File: src/rtl/recieve_pkg.sv
// Shared definitions for the 8N1 UART receiver: baud table, bit-period
// divider helper and FSM state encoding.
`timescale 1ns/1ps
package recieve_pkg;

  localparam int unsigned CNT_W = 16;

  localparam int unsigned BAUD_CODE0 = 32'd115200;
  localparam int unsigned BAUD_CODE1 = 32'd57600;
  localparam int unsigned BAUD_CODE2 = 32'd38400;
  localparam int unsigned BAUD_CODE3 = 32'd19200;
  localparam int unsigned BAUD_CODE4 = 32'd9600;
  localparam int unsigned BAUD_CODE5 = 32'd230400;
  localparam int unsigned BAUD_CODE6 = 32'd460800;
  localparam int unsigned BAUD_CODE7 = 32'd921600;

  typedef enum logic [1:0] {
    ST_IDLE  = 2'd0,
    ST_START = 2'd1,
    ST_DATA  = 2'd2,
    ST_STOP  = 2'd3
  } rx_state_t;

  // Clocks per bit for a baud code; only ever evaluated at elaboration time.
  function automatic logic [CNT_W-1:0] bit_cycles(input logic [2:0] code,
                                                  input int unsigned clk_freq);
    int unsigned baud;
    case (code)
      3'd0:    baud = BAUD_CODE0;
      3'd1:    baud = BAUD_CODE1;
      3'd2:    baud = BAUD_CODE2;
      3'd3:    baud = BAUD_CODE3;
      3'd4:    baud = BAUD_CODE4;
      3'd5:    baud = BAUD_CODE5;
      3'd6:    baud = BAUD_CODE6;
      3'd7:    baud = BAUD_CODE7;
      default: baud = BAUD_CODE0;
    endcase
    return CNT_W'(clk_freq / baud);
  endfunction

endpackage

File: src/rtl/recieve_baud_cnt.sv
// Bit-period counter: wraps every `period` clocks while running and flags
// the half-period and full-period points relative to the last clear.
`timescale 1ns/1ps
module recieve_baud_cnt
  import recieve_pkg::*;
(
  input  logic             clk,
  input  logic             rst,
  input  logic             clr,
  input  logic             run,
  input  logic [CNT_W-1:0] period,
  output logic             half_tick,
  output logic             full_tick
);

  logic [CNT_W-1:0] cnt_r;
  logic [CNT_W-1:0] half_s;

  assign half_s    = {1'b0, period[CNT_W-1:1]};
  assign half_tick = run & (cnt_r == (half_s - CNT_W'(1)));
  assign full_tick = run & (cnt_r == (period - CNT_W'(1)));

  // Period counter, restarted by clr and held while the receiver is idle.
  always_ff @(posedge clk or negedge rst) begin
    if (!rst) begin
      cnt_r <= {CNT_W{1'b0}};
    end else if (clr) begin
      cnt_r <= {CNT_W{1'b0}};
    end else if (run) begin
      if (full_tick) begin
        cnt_r <= {CNT_W{1'b0}};
      end else begin
        cnt_r <= cnt_r + CNT_W'(1);
      end
    end else begin
      cnt_r <= cnt_r;
    end
  end

endmodule

File: src/rtl/recieve.sv
// 8N1 UART receiver with selectable baud rate, mid-bit sampling and
// framing-error rejection; Data/rx_done are registered outputs.
`timescale 1ns/1ps
module recieve
  import recieve_pkg::*;
#(
  parameter int unsigned CLK_FREQ = 50_000_000
) (
  input  logic       sysclk,
  input  logic       rst,
  input  logic [2:0] Baud_set,
  input  logic       uart_rx,
  output logic [7:0] Data,
  output logic       rx_done
);

  localparam logic [CNT_W-1:0] DIV0 = bit_cycles(3'd0, CLK_FREQ);
  localparam logic [CNT_W-1:0] DIV1 = bit_cycles(3'd1, CLK_FREQ);
  localparam logic [CNT_W-1:0] DIV2 = bit_cycles(3'd2, CLK_FREQ);
  localparam logic [CNT_W-1:0] DIV3 = bit_cycles(3'd3, CLK_FREQ);
  localparam logic [CNT_W-1:0] DIV4 = bit_cycles(3'd4, CLK_FREQ);
  localparam logic [CNT_W-1:0] DIV5 = bit_cycles(3'd5, CLK_FREQ);
  localparam logic [CNT_W-1:0] DIV6 = bit_cycles(3'd6, CLK_FREQ);
  localparam logic [CNT_W-1:0] DIV7 = bit_cycles(3'd7, CLK_FREQ);

  rx_state_t        state_r;
  rx_state_t        state_nxt_s;
  logic [1:0]       sync_r;
  logic [1:0]       flush_r;
  logic             prev_r;
  logic             rx_s;
  logic             fall_s;
  logic [CNT_W-1:0] div_sel_s;
  logic [CNT_W-1:0] div_r;
  logic [2:0]       bit_cnt_r;
  logic [7:0]       shift_r;
  logic             cnt_clr_s;
  logic             latch_s;
  logic             shift_en_s;
  logic             load_s;
  logic             half_tick_s;
  logic             full_tick_s;

  assign rx_s   = sync_r[1];
  assign fall_s = prev_r & ~rx_s;

  // Divider lookup for the currently presented baud code.
  always_comb begin
    div_sel_s = DIV0;
    case (Baud_set)
      3'd0:    div_sel_s = DIV0;
      3'd1:    div_sel_s = DIV1;
      3'd2:    div_sel_s = DIV2;
      3'd3:    div_sel_s = DIV3;
      3'd4:    div_sel_s = DIV4;
      3'd5:    div_sel_s = DIV5;
      3'd6:    div_sel_s = DIV6;
      3'd7:    div_sel_s = DIV7;
      default: div_sel_s = DIV0;
    endcase
  end

  // Line synchronizer and edge history. prev_r only follows the line once the
  // reset ones have flushed, so a line held low across reset is not an edge.
  always_ff @(posedge sysclk or negedge rst) begin
    if (!rst) begin
      sync_r  <= 2'b11;
      flush_r <= 2'b00;
      prev_r  <= 1'b0;
    end else begin
      sync_r  <= {sync_r[0], uart_rx};
      flush_r <= {flush_r[0], 1'b1};
      prev_r  <= flush_r[1] ? rx_s : 1'b0;
    end
  end

  recieve_baud_cnt u_baud_cnt (
    .clk       (sysclk),
    .rst       (rst),
    .clr       (cnt_clr_s),
    .run       (state_r != ST_IDLE),
    .period    (div_r),
    .half_tick (half_tick_s),
    .full_tick (full_tick_s)
  );

  // FSM state register.
  always_ff @(posedge sysclk or negedge rst) begin
    if (!rst) begin
      state_r <= ST_IDLE;
    end else begin
      state_r <= state_nxt_s;
    end
  end

  // Next-state and datapath control decode.
  always_comb begin
    state_nxt_s = state_r;
    cnt_clr_s   = 1'b0;
    latch_s     = 1'b0;
    shift_en_s  = 1'b0;
    load_s      = 1'b0;
    case (state_r)
      ST_IDLE: begin
        if (fall_s) begin
          state_nxt_s = ST_START;
          cnt_clr_s   = 1'b1;
          latch_s     = 1'b1;
        end else begin
          state_nxt_s = ST_IDLE;
        end
      end
      ST_START: begin
        if (half_tick_s) begin
          if (rx_s) begin
            state_nxt_s = ST_IDLE;
          end else begin
            state_nxt_s = ST_DATA;
            cnt_clr_s   = 1'b1;
          end
        end else begin
          state_nxt_s = ST_START;
        end
      end
      ST_DATA: begin
        if (full_tick_s) begin
          shift_en_s  = 1'b1;
          state_nxt_s = (bit_cnt_r == 3'd7) ? ST_STOP : ST_DATA;
        end else begin
          state_nxt_s = ST_DATA;
        end
      end
      ST_STOP: begin
        if (full_tick_s) begin
          load_s      = rx_s;
          state_nxt_s = ST_IDLE;
        end else begin
          state_nxt_s = ST_STOP;
        end
      end
      default: begin
        state_nxt_s = ST_IDLE;
      end
    endcase
  end

  // Baud latch, bit assembly and registered outputs.
  always_ff @(posedge sysclk or negedge rst) begin
    if (!rst) begin
      div_r     <= DIV0;
      bit_cnt_r <= 3'd0;
      shift_r   <= 8'h00;
      Data      <= 8'h00;
      rx_done   <= 1'b0;
    end else begin
      if (latch_s) begin
        div_r     <= div_sel_s;
        bit_cnt_r <= 3'd0;
      end else if (shift_en_s) begin
        shift_r   <= {rx_s, shift_r[7:1]};
        bit_cnt_r <= bit_cnt_r + 3'd1;
      end
      rx_done <= load_s;
      if (load_s) begin
        Data <= shift_r;
      end
    end
  end

endmodule

File: config.mk
export PLATFORM = sky130hd
export DESIGN_NAME = recieve
export DESIGN_NICKNAME = d
export VERILOG_FILES = /design/src/rtl/recieve_pkg.sv /design/src/rtl/recieve_baud_cnt.sv /design/src/rtl/recieve.sv
export SDC_FILE = /design/constraint.sdc
export NUM_CORES = 1
export LEC_CHECK = 0
export CAP_MARGIN = 30
export CORE_ASPECT_RATIO = 1.5
export CORE_UTILIZATION = 55
export DETAILED_ROUTE_END_ITERATION = 10
export PLACE_DENSITY = 0.74
export SYNTH_ARGS = -nofsm -noshare
export SYNTH_HDL_FRONTEND = slang
export SYNTH_SLANG_ARGS = --single-unit
File: constraint.sdc
create_clock -name sysclk -period 2.83 [get_ports sysclk]
set_input_delay 0.566 -clock sysclk [delete_from_list [all_inputs] [get_ports sysclk]]
set_output_delay 0.566 -clock sysclk [all_outputs]
set_load 0.1 [all_outputs]
### Yosys cells after proc, flatten, opt, wreduce, memory -nomap -nowiden

Memories as Yosys holds them, arrays and structs flattened. A register that Yosys moved wholly into a read port is not among the register bits.
Cells that the tools add are included.

| word-level totals | value |
|---|---|
| bits in registers | 59 |
| ROM bits | 104 |
| input bits | 6 |
| output and inout bits | 9 |
| logic and storage cells | 54 |
| memories | 1 |

| operators by class | value |
|---|---|
| $add $sub $neg | 4 |
| eq/ne operators | 6 |
| multiplexer cells | 22 |
| bitwise operators | 5 |
| reduce and logical (&&, ||, !) cells | 6 |

Memory list:

| name | words | width | read ports | clocked after Yosys merged registers in | write ports | RTL line | text |
|---|---|---|---|---|---|---|---|
| (name not given) | 8 | 13 | 1 | 1 | 0 | recieve.sv:50 | `case (Baud_set)` |

Operators with widths:

| kind | number |
|---|---|
| two-way mux 16 bit | 3 |
| equality test 16 bit | 2 |
| adder 16 x 1 -> 16 bit, second input constant | 1 |
| subtractor 15 x 1 -> 16 bit, second input constant | 1 |
| subtractor 16 x 1 -> 16 bit, second input constant | 1 |
| two-way mux 1 bit | 12 |
| case mux 2 bit (4 select lines) | 1 |
| two-way mux 2 bit | 3 |
| two-way mux 3 bit | 2 |
| nonzero test 2 bit | 3 |
| equality test 2 bit, second input constant | 2 |
| adder 3 x 1 -> 3 bit, second input constant | 1 |
| AND 1 bit | 3 |
| equality test 3 bit, second input constant | 1 |
| equality test 2 x 1 -> 1 bit, second input constant | 1 |
| zero test 2 bit | 1 |
| NOT 1 bit | 2 |
| case mux 1 bit (2 select lines) | 1 |
| AND reduction 2 bit | 1 |
| zero test 1 bit | 1 |

### Logic depth before layout (Yosys ltp)

Gate-level depths: netlist of run 1.

| logic depth | value |
|---|---|
| depth after elaboration | 7 |
| mapped depth | 12 |
| gate-level depth less buffers | 9 |

### Cells and area by module

Synthesis of run 1 repeated with hierarchy kept, for this count alone.

| second synthesis, totals | value |
|---|---|
| cell total of the unflattened synthesis | 391 |
| area, all modules | 3663.5 µm² |

By module, submodules not included:

| module | instances | cells each | area each (µm²) | sequential area each (µm²) |
|---|---|---|---|---|
| recieve_baud_cnt | 1 | 257 | 1996.9 | 400.4 |
| recieve | 1 | 134 | 1666.6 | 1009.7 |

### Worst setup path before layout of run 1

Ideal clock, no wire load.

| timing path | value |
|---|---|
| path kind | reg-to-reg |
| from | register div_r[2] |
| to | register shift_r[1] |
| setup time | 0.125 ns |
| arrival | 2.980 ns |
| data required time | 2.705 ns |
| setup slack | -0.275 ns |
| stages on the path, launching flop included | 13 |
| buffers on the path | 3 |
| clock period less this slack | 3.105 ns |
| cell sequence | dfrtp_1 clkbuf_1 inv_1 ha_1 or3b_1 clkbuf_1 or3_1 nor4_1 a211o_2 nand4_2 nor3b_1 buf_4 mux2_2 |

| between the ends | value |
|---|---|
| longest elaborated chain between the ends | 6 |

Ends and longest elaborated chain:

| item | RTL line | text |
|---|---|---|
| start, declared | recieve.sv:34 | `logic [CNT_W-1:0] div_r;` |
| subtractor 16 x 1 -> 16 bit | recieve_baud_cnt.sv:21 | `assign full_tick = run & (cnt_r == (period - CNT_W'(1)));` |
| equality test 16 bit | recieve_baud_cnt.sv:21 |  |
| AND 1 bit | recieve_baud_cnt.sv:21 |  |
| two-way mux 1 bit | recieve.sv:126 | `if (full_tick_s) begin` |
| two-way mux 1 bit | recieve.sv:103 | `case (state_r)` |
| AND reduction 2 bit (no line) | n/a |  |
| end signal, assigned | recieve.sv:160 | `shift_r <= {rx_s, shift_r[7:1]};` |
| end, declared | recieve.sv:36 | `logic [7:0] shift_r;` |

No other way between the ends.
A chain may end at the register's enable or synchronous reset.

### Final worst setup path of run 1

| timing path | value |
|---|---|
| from | register div_r[8] |
| to | register Data[1] |

| between the ends | value |
|---|---|
| longest elaborated chain between the ends | 5 |

Ends and longest elaborated chain:

| item | RTL line | text |
|---|---|---|
| subtractor 16 x 1 -> 16 bit | recieve_baud_cnt.sv:21 |  |
| equality test 16 bit | recieve_baud_cnt.sv:21 |  |
| AND 1 bit | recieve_baud_cnt.sv:21 |  |
| two-way mux 1 bit | recieve.sv:134 | `if (full_tick_s) begin` |
| two-way mux 1 bit | recieve.sv:103 |  |
| end signal, assigned | recieve.sv:165 | `Data <= shift_r;` |
| end, declared | recieve.sv:13 | `output logic [7:0] Data,` |

No other way between the ends.

==> results of run 1 <==
## worst max path at each step
stage / from / end / depth (start not counted)
final: div_r[8] / Data[1] / 9
after global routing: div_r[7] / Data[2] / 11
after CTS: div_r[2] / Data[2] / 10
after detailed placement: div_r[1] / Data[2] / 10
after global placement: div_r[1] / Data[0] / 10
after floorplan: div_r[2] / Data[0] / 12
## cell usage after synthesis, types with 11 or more instances
library cell,count
sky130_fd_sc_hd__mux2_2,11
sky130_fd_sc_hd__xor2_1,20
sky130_fd_sc_hd__nand4_1,11
sky130_fd_sc_hd__dfrtp_1,49
sky130_fd_sc_hd__nand2_1,35
sky130_fd_sc_hd__inv_1,12
sky130_fd_sc_hd__clkbuf_1,24
sky130_fd_sc_hd__nor2_1,27
sky130_fd_sc_hd__nor3_1,12
sky130_fd_sc_hd__nand3_1,12
sky130_fd_sc_hd__o21ai_0,11
sky130_fd_sc_hd__xnor2_1,23
## metal layers
| metal | vias to the layer above | GRT usage | share of wire |
|---|---|---|---|
| met5 | - | 0 | 0 |
| met4 | 0 | 0.162 | 0.060 |
| met3 | 44 | 0.0439 | 0.041 |
| met2 | 115 | 0.465 | 0.51 |
| met1 | 1507 | 0.339 | 0.39 |
| li1 | 1445 | - | - |
## critical path, delay by kind of cell (launching register included)
family,cells,cell delay (ps)
AOI/OAI and AO/OA,1,140
buffers and inverters,2,340
muxes,1,320
and+or+nand+nor,3,850
DFF,1,540
xor gates and xnor gates,2,510
## power groups by stage
stage,Sequential [W],Clock (W),Combinational [W]
2_1_floorplan,0.00110,0,0.00133
3_3_place_gp,0.00120,0,0.00180
3_5_place_dp,0.00121,0,0.00184
4_1_cts,0.00121,0.000461,0.00194
5_1_grt,0.00124,0.000490,0.00232
6_report,0.00123,0.000446,0.00213
## flip-flops by register name (all words and copies together), names as in the netlist
register,flops
Data,8
div_r,13
sync_r,2
shift_r,8
prev_r,1
u_baud_cnt.cnt_r,16
rx_done,1
flush_r,2
state_r,2
bit_cnt_r,3
## per-stage QoR
step	setup TNS, ps	total power (W)	instances	instance area [um^2]	hold WS (ps)
floorplan	-214	0.00242	386	3670	270
global placement	-700	0.00300	487	4060	344
detailed placement	-1710	0.00305	487	4060	349
CTS	-0.594	0.00361	496	4210	294
global route	-1880	0.00405	498	4340	331
finish	0	0.00380	498	4340	279
## kinds of logic (layout without fill, tap and decap cells)
kind of cell / count (synthesis) / in the layout / share of synthesized area
other: 1 / 1 / 0.00104
AOI/OAI and AO/OA: 63 / 63 / 0.125
buffers and inverters: 44 / 82 / 0.0523
muxes: 24 / 24 / 0.0814
xor gates and xnor gates: 44 / 44 / 0.111
adders and majority gates: 5 / 5 / 0.0173
DFF: 56 / 56 / 0.391
and+or+nand+nor: 149 / 149 / 0.222
## area by class of cell
cell class	count	area (um^2)	share of cell area
inverters	12	50.0	0.0115
clock inverters	3	22.5	0.00519
clock buffers	5	68.8	0.0159
flip-flops and latches	56	1410	0.326
repair buffers	62	484	0.112
multi-input cells	286	2210	0.509
well taps	74	92.6	0.0214
## timing repair
action	4_1_cts	5_1_grt
cloned	0	0
resized for setup	13	22
endpoints found under the setup margin	23	36
pin swaps	2	6
hold buffers	0	0
setup buffers	1	3
==> parameters.txt, run 1 <==
Parameter                              Value

Timing
  Final setup viols    0
  Max-slew violation count    0
  PnR worst setup slack    approximately 11 ps
  Maximum clock frequency    0.355 GHz
  Tightest slew margin relative to the limit    0.536
  Fin. Hold Viols    0
  Slew at the pin with the worst max-slew slack    roughly 700 ps
  RSZ-0062 raised after global routing    true
  Shortest period the worst path allows    roughly 2800 ps
  Final worst clock skew    12.2 ps
  Part of the cycle the worst path needs    0.996

Drt
  Aggregate routed wire length    approximately 9000 um
  Count of unresolved DRC violations after routing    0
  Pre-antenna DRT Iters    4
  Post-route ant nets    0
  Via density    6.25
  Via count    3111
  First-iteration detailed-routing DRC count    a little under 200
  Post-DR wirelength/cell    18.0 um

GRT
  GRT Overall Usage    0.282
  Vias in the first global route    slightly above 3000
  First-pass GRT wire length    about 14000 um
  Gr ovfl total    0
  Maximum number of pins on one net before global-route repair    34
  Number of antenna violations at the first check in global routing    0

CTS
  Clock slew seen by the registers of the worst setup and hold paths    between 100 and 150 ps
  CTS Buffer Depth    2
  Clock sink total    56
  H-tree levels    2
  Root buffer cell    sky130_fd_sc_hd__clkbuf_8
  Clock latency of the later-clocked register in the worst-skew pair    ~310 ps
  CTS Buf Count    5
  TritonCTS clock tree    built

Critical path
  R2R cell count    9
  Worst Path Required    between 3000 and 4000 ps
  Arrival time reported for the critical path endpoint    just over 3000 ps
  Worst-path fanout max    10
  Category of the critical setup timing path    reg -> reg
  Endpoint of the lowest-slack register-to-register path    Data[1]
  Maximum cell stage delay along the critical path    approximately 540 ps
  Endpoint type of the worst setup path    flop
  Startpoint of the lowest-slack register-to-register path    div_r[8]
  Worst reg-to-reg setup slack    approximately 11 ps
  Kind of start point of the critical path    flop
  Worst path most repeated cell    sky130_fd_sc_hd__buf_4
  Slowest cell on the critical path    sky130_fd_sc_hd__dfstp_2
  Worst-path cell chain    buf_4 > xor2_1 > xnor2_1 > a31oi_1 > nor4_2 > buf_4 > nand4_4 > or3_4 > mux2_4

Yosys
  Yosys warning total    0
  Number of enable flip-flop cells after synthesis    0
  Mean post-synth cell area    between 9 and 10 um^2
  Leading post-synthesis cells by cell area    sky130_fd_sc_hd__dfrtp_1, sky130_fd_sc_hd__xnor2_1, sky130_fd_sc_hd__dfstp_2, sky130_fd_sc_hd__xor2_1, sky130_fd_sc_hd__nand2_1
  Sequential element share of the synthesized area    0.391
  Number of distinct library cell variants in the gate-level netlist after synthesis    60
  Cell count after synthesis    between 300 and 400
  Fraction of synthesis flops using an asynchronous set or reset pin    1.00
  Flip-flop cell with the highest count after synthesis    sky130_fd_sc_hd__dfrtp_1
  Register bit count reported by yosys    56
  Net count after synthesis    approximately 400
  Mapped Area    0.00361 mm^2
  Leading area contributor after synthesis    sky130_fd_sc_hd__dfrtp_1
  Area fraction of the dominant cell type after synthesis    0.340

Final layout
  Fraction of layout cells with a size suffix above 1    0.295
  Most frequent cells in the layout    sky130_fd_sc_hd__buf_4, sky130_fd_sc_hd__dfrtp_1, sky130_fd_sc_hd__nand2_1, sky130_fd_sc_hd__nor2_1, sky130_fd_sc_hd__xnor2_1
  Number of nets at the end of the flow    ~430
  Syn-to-layout area delta    20.1%
  Final standard cell utilization of the core    0.692
  Fillcell total    about 480
  Most common library cell in the layout ignoring fill and taps    sky130_fd_sc_hd__buf_4
  Count of inserted antenna diode cells    0

Power
  Net switching component of the power    about 0.0016 W
  Areal power density over the cells    877 mW/mm^2
  Total leakage power    1.88 nW
  Clock power share    0.117
  Switching share of power    0.430
  Total internal power    about 0.0022 W
  Share of power burned in registers    0.323
  Combinational Power Share    0.560
  Worst vdd rail ir drop    ~0.55 mV

Min path
  Worst min path class    in -> async

Floorplanning
  Height of the die    between 100 and 150 um
  Starting utilization of the core area    0.577
  Boundary pin count    15
  Die outline area    roughly 0.0069 mm^2
  Standard-cell rows    35
  Area of the core    around 0.0063 mm^2
  Die extent in x    68.2 um

Place
  Buffers on Ports    14
  Global placer's final weighted congestion    between 0.9 and 1
  Detailed Place HPWL    roughly 6600 um
  Place WS    -149 ps

Outcome
  Run status    completed

Job
  Max-cap violations    0
(Power assumes the default switching activity.)
==> inputs of run 2 (changes only) <==
==> constraint.sdc (replaced) <==
create_clock -name sysclk -period 2.83 [get_ports sysclk]
set_input_delay 0.566 -clock sysclk [delete_from_list [all_inputs] [get_ports sysclk]]
set_output_delay 0.566 -clock sysclk [all_outputs]
set_load 0.005 [all_outputs]
==> parameters.txt, run 2 (synthesized netlist as in run 1, its figures left out) <==
Parameter                              Value

Power
  Share of power burned in registers    0.320
  Areal power density over the cells    871 mW/mm^2
  Net switching component of the power    approximately 0.0016 W
  Switching share of power    0.429
  Clock power share    0.119
  Total leakage power    ~1.9 nW
  Total internal power    0.00217 W
  Combinational Power Share    0.561
  Worst vdd rail ir drop    between 0.4 and 0.5 mV

Timing
  Final setup viols    1
  Sum of negative setup slack    -6.03 ps
  Worst hold slack after final layout    around 360 ps
  RSZ-0062 raised after global routing    true
  Shortest period the worst path allows    between 2000 and 3000 ps
  Tightest slew margin relative to the limit    0.537
  Final worst clock skew    5.53 ps
  Maximum clock frequency    between 0.3 and 0.4 GHz
  PnR worst setup slack    -6.03 ps
  Fin. Hold Viols    0
  Slew at the pin with the worst max-slew slack    about 700 ps
  Part of the cycle the worst path needs    1.00
  Max-slew violation count    0

Final layout
  Flip-flop count of the largest register after layout    16
  Layout Cell Area excl Fill    between 0.004 and 0.005 mm^2
  Count of inserted antenna diode cells    0
  Number of nets at the end of the flow    between 400 and 500
  Most frequent cells in the layout    sky130_fd_sc_hd__dfrtp_1, sky130_fd_sc_hd__buf_4, sky130_fd_sc_hd__nand2_1, sky130_fd_sc_hd__nor2_1, sky130_fd_sc_hd__xnor2_1
  Most common library cell in the layout ignoring fill and taps    sky130_fd_sc_hd__dfrtp_1
  Syn-to-layout area delta    20.7%
  Fraction of layout cells with a size suffix above 1    0.278
  Leading registers by flop count    u_baud_cnt.cnt_r: 16 flops, div_r: 13 flops
  Reg with most FFs    u_baud_cnt.cnt_r
  Final standard cell utilization of the core    0.696

Critical path
  R2R cell count    9
  Worst path most repeated cell    sky130_fd_sc_hd__buf_4
  Maximum cell stage delay along the critical path    about 540 ps
  Startpoint of the lowest-slack register-to-register path    div_r[8]
  Worst-path cell chain    buf_4 > xor2_1 > xnor2_1 > a31oi_1 > nor4_2 > buf_4 > nand4_4 > or3_4 > mux2_4
  Worst Path Required    approximately 3000 ps
  Origin of the worst setup path    div_r[8]
  Endpoint type of the worst setup path    flop
  Endpoint of the lowest-slack register-to-register path    Data[4]
  Kind of start point of the critical path    flop
  Worst reg-to-reg setup slack    -6 ps
  Arrival time reported for the critical path endpoint    around 3000 ps
  Worst-path fanout max    10
  Category of the critical setup timing path    reg -> reg
  Slowest cell on the critical path    sky130_fd_sc_hd__dfstp_2

Floorplanning
  Standard-cell rows    35
  Starting utilization of the core area    0.577
  Die extent in x    68.2 um
  Boundary pin count    15
  Area of the core    around 0.0063 mm^2
  Die outline area    0.00690 mm^2
  Height of the die    a little over 100 um

CTS
  CTS Buffer Depth    2
  Hold-fix buffer count after cts    0
  H-tree levels    2
  Clock slew seen by the registers of the worst setup and hold paths    approximately 100 ps
  TritonCTS clock tree    built
  Clock sink total    56
  Root buffer cell    sky130_fd_sc_hd__clkbuf_8
  Clock latency of the later-clocked register in the worst-skew pair    around 310 ps
  CTS Buf Count    5

GRT
  Maximum number of pins on one net before global-route repair    57
  First-pass GRT wire length    between 15000 and 20000 um
  GRT Overall Usage    0.295
  Gr ovfl total    0
  Number of antenna violations at the first check in global routing    0
  Vias in the first global route    3123

Outcome
  Violated checks    negative setup slack
  Run status    finished with violations

Drt
  First-iteration detailed-routing DRC count    ~190
  Post-route ant nets    0
  Via density    roughly 6.1
  Pre-antenna DRT Iters    4
  Count of unresolved DRC violations after routing    0
  Via count    between 3000 and 4000
  Post-DR wirelength/cell    18.1 um
  Aggregate routed wire length    about 9000 um

Place
  Global placer's final weighted congestion    0.970
  Place WS    -200 ps
  Buffers on Ports    14
  Detailed Place HPWL    6470 um
  Cell area after placement    just over 0.004 mm^2

Min path
  Worst min path class    in -> async

Job
  Max-cap violations    0
## run 2: worst max-delay path: cells and delay by family, from the launching register on
family,cells,cell delay [ps]
simple gates,3,850
mux,1,330
buf+inv,2,360
compound gates,1,130
xor+xnor,2,520
flops,1,540
## run 2: area by class of cell
| cell class | count | area [um^2] |
|---|---|---|
| repair buffers | 62 | 499 |
| well taps | 74 | 92.6 |
| clock buffers | 5 | 68.8 |
| fillers | 464 | 1910 |
| inverters | 12 | 50.0 |
| flip-flops and latches | 56 | 1410 |
| clock inverters | 3 | 22.5 |
| multi-input cells | 286 | 2210 |
## run 2: worst max-delay path by stage
stage / end / depth (start not counted)
finish: Data[4] / 9
global placement: Data[0] / 10
detailed placement: Data[7] / 10
global route: Data[4] / 11
floorplan: Data[0] / 12
CTS: Data[4] / 11
## run 2: per-layer routing
metal,GRT usage,share of wire,up-vias
li1,-,-,1442
met3,0.0428,0.026,41
met4,0.165,0.052,0
met2,0.494,0.51,80
met1,0.353,0.41,1491
met5,0,0,-
## run 2: power by group through the flow
stage               Combinational [W]  Sequential, W  Clock [W]
global route                  0.00232        0.00124   0.000489
floorplan                     0.00133        0.00110          0
detailed placement            0.00185        0.00120          0
global placement              0.00180        0.00119          0
finish                        0.00213        0.00122   0.000450
CTS                           0.00196        0.00120   0.000468
## run 2: stage by stage
step,cells,power (W)
floorplan,386,0.00242
global placement,486,0.00300
detailed placement,486,0.00305
CTS,496,0.00362
global route,498,0.00404
finish,498,0.00380
## run 2: timing repair
item,in CTS,in global routing
gates resized for setup,15,19
endpoints found under the hold margin,0,0
pin swaps,3,10
setup buffers,2,3
endpoints found under the setup margin,23,36
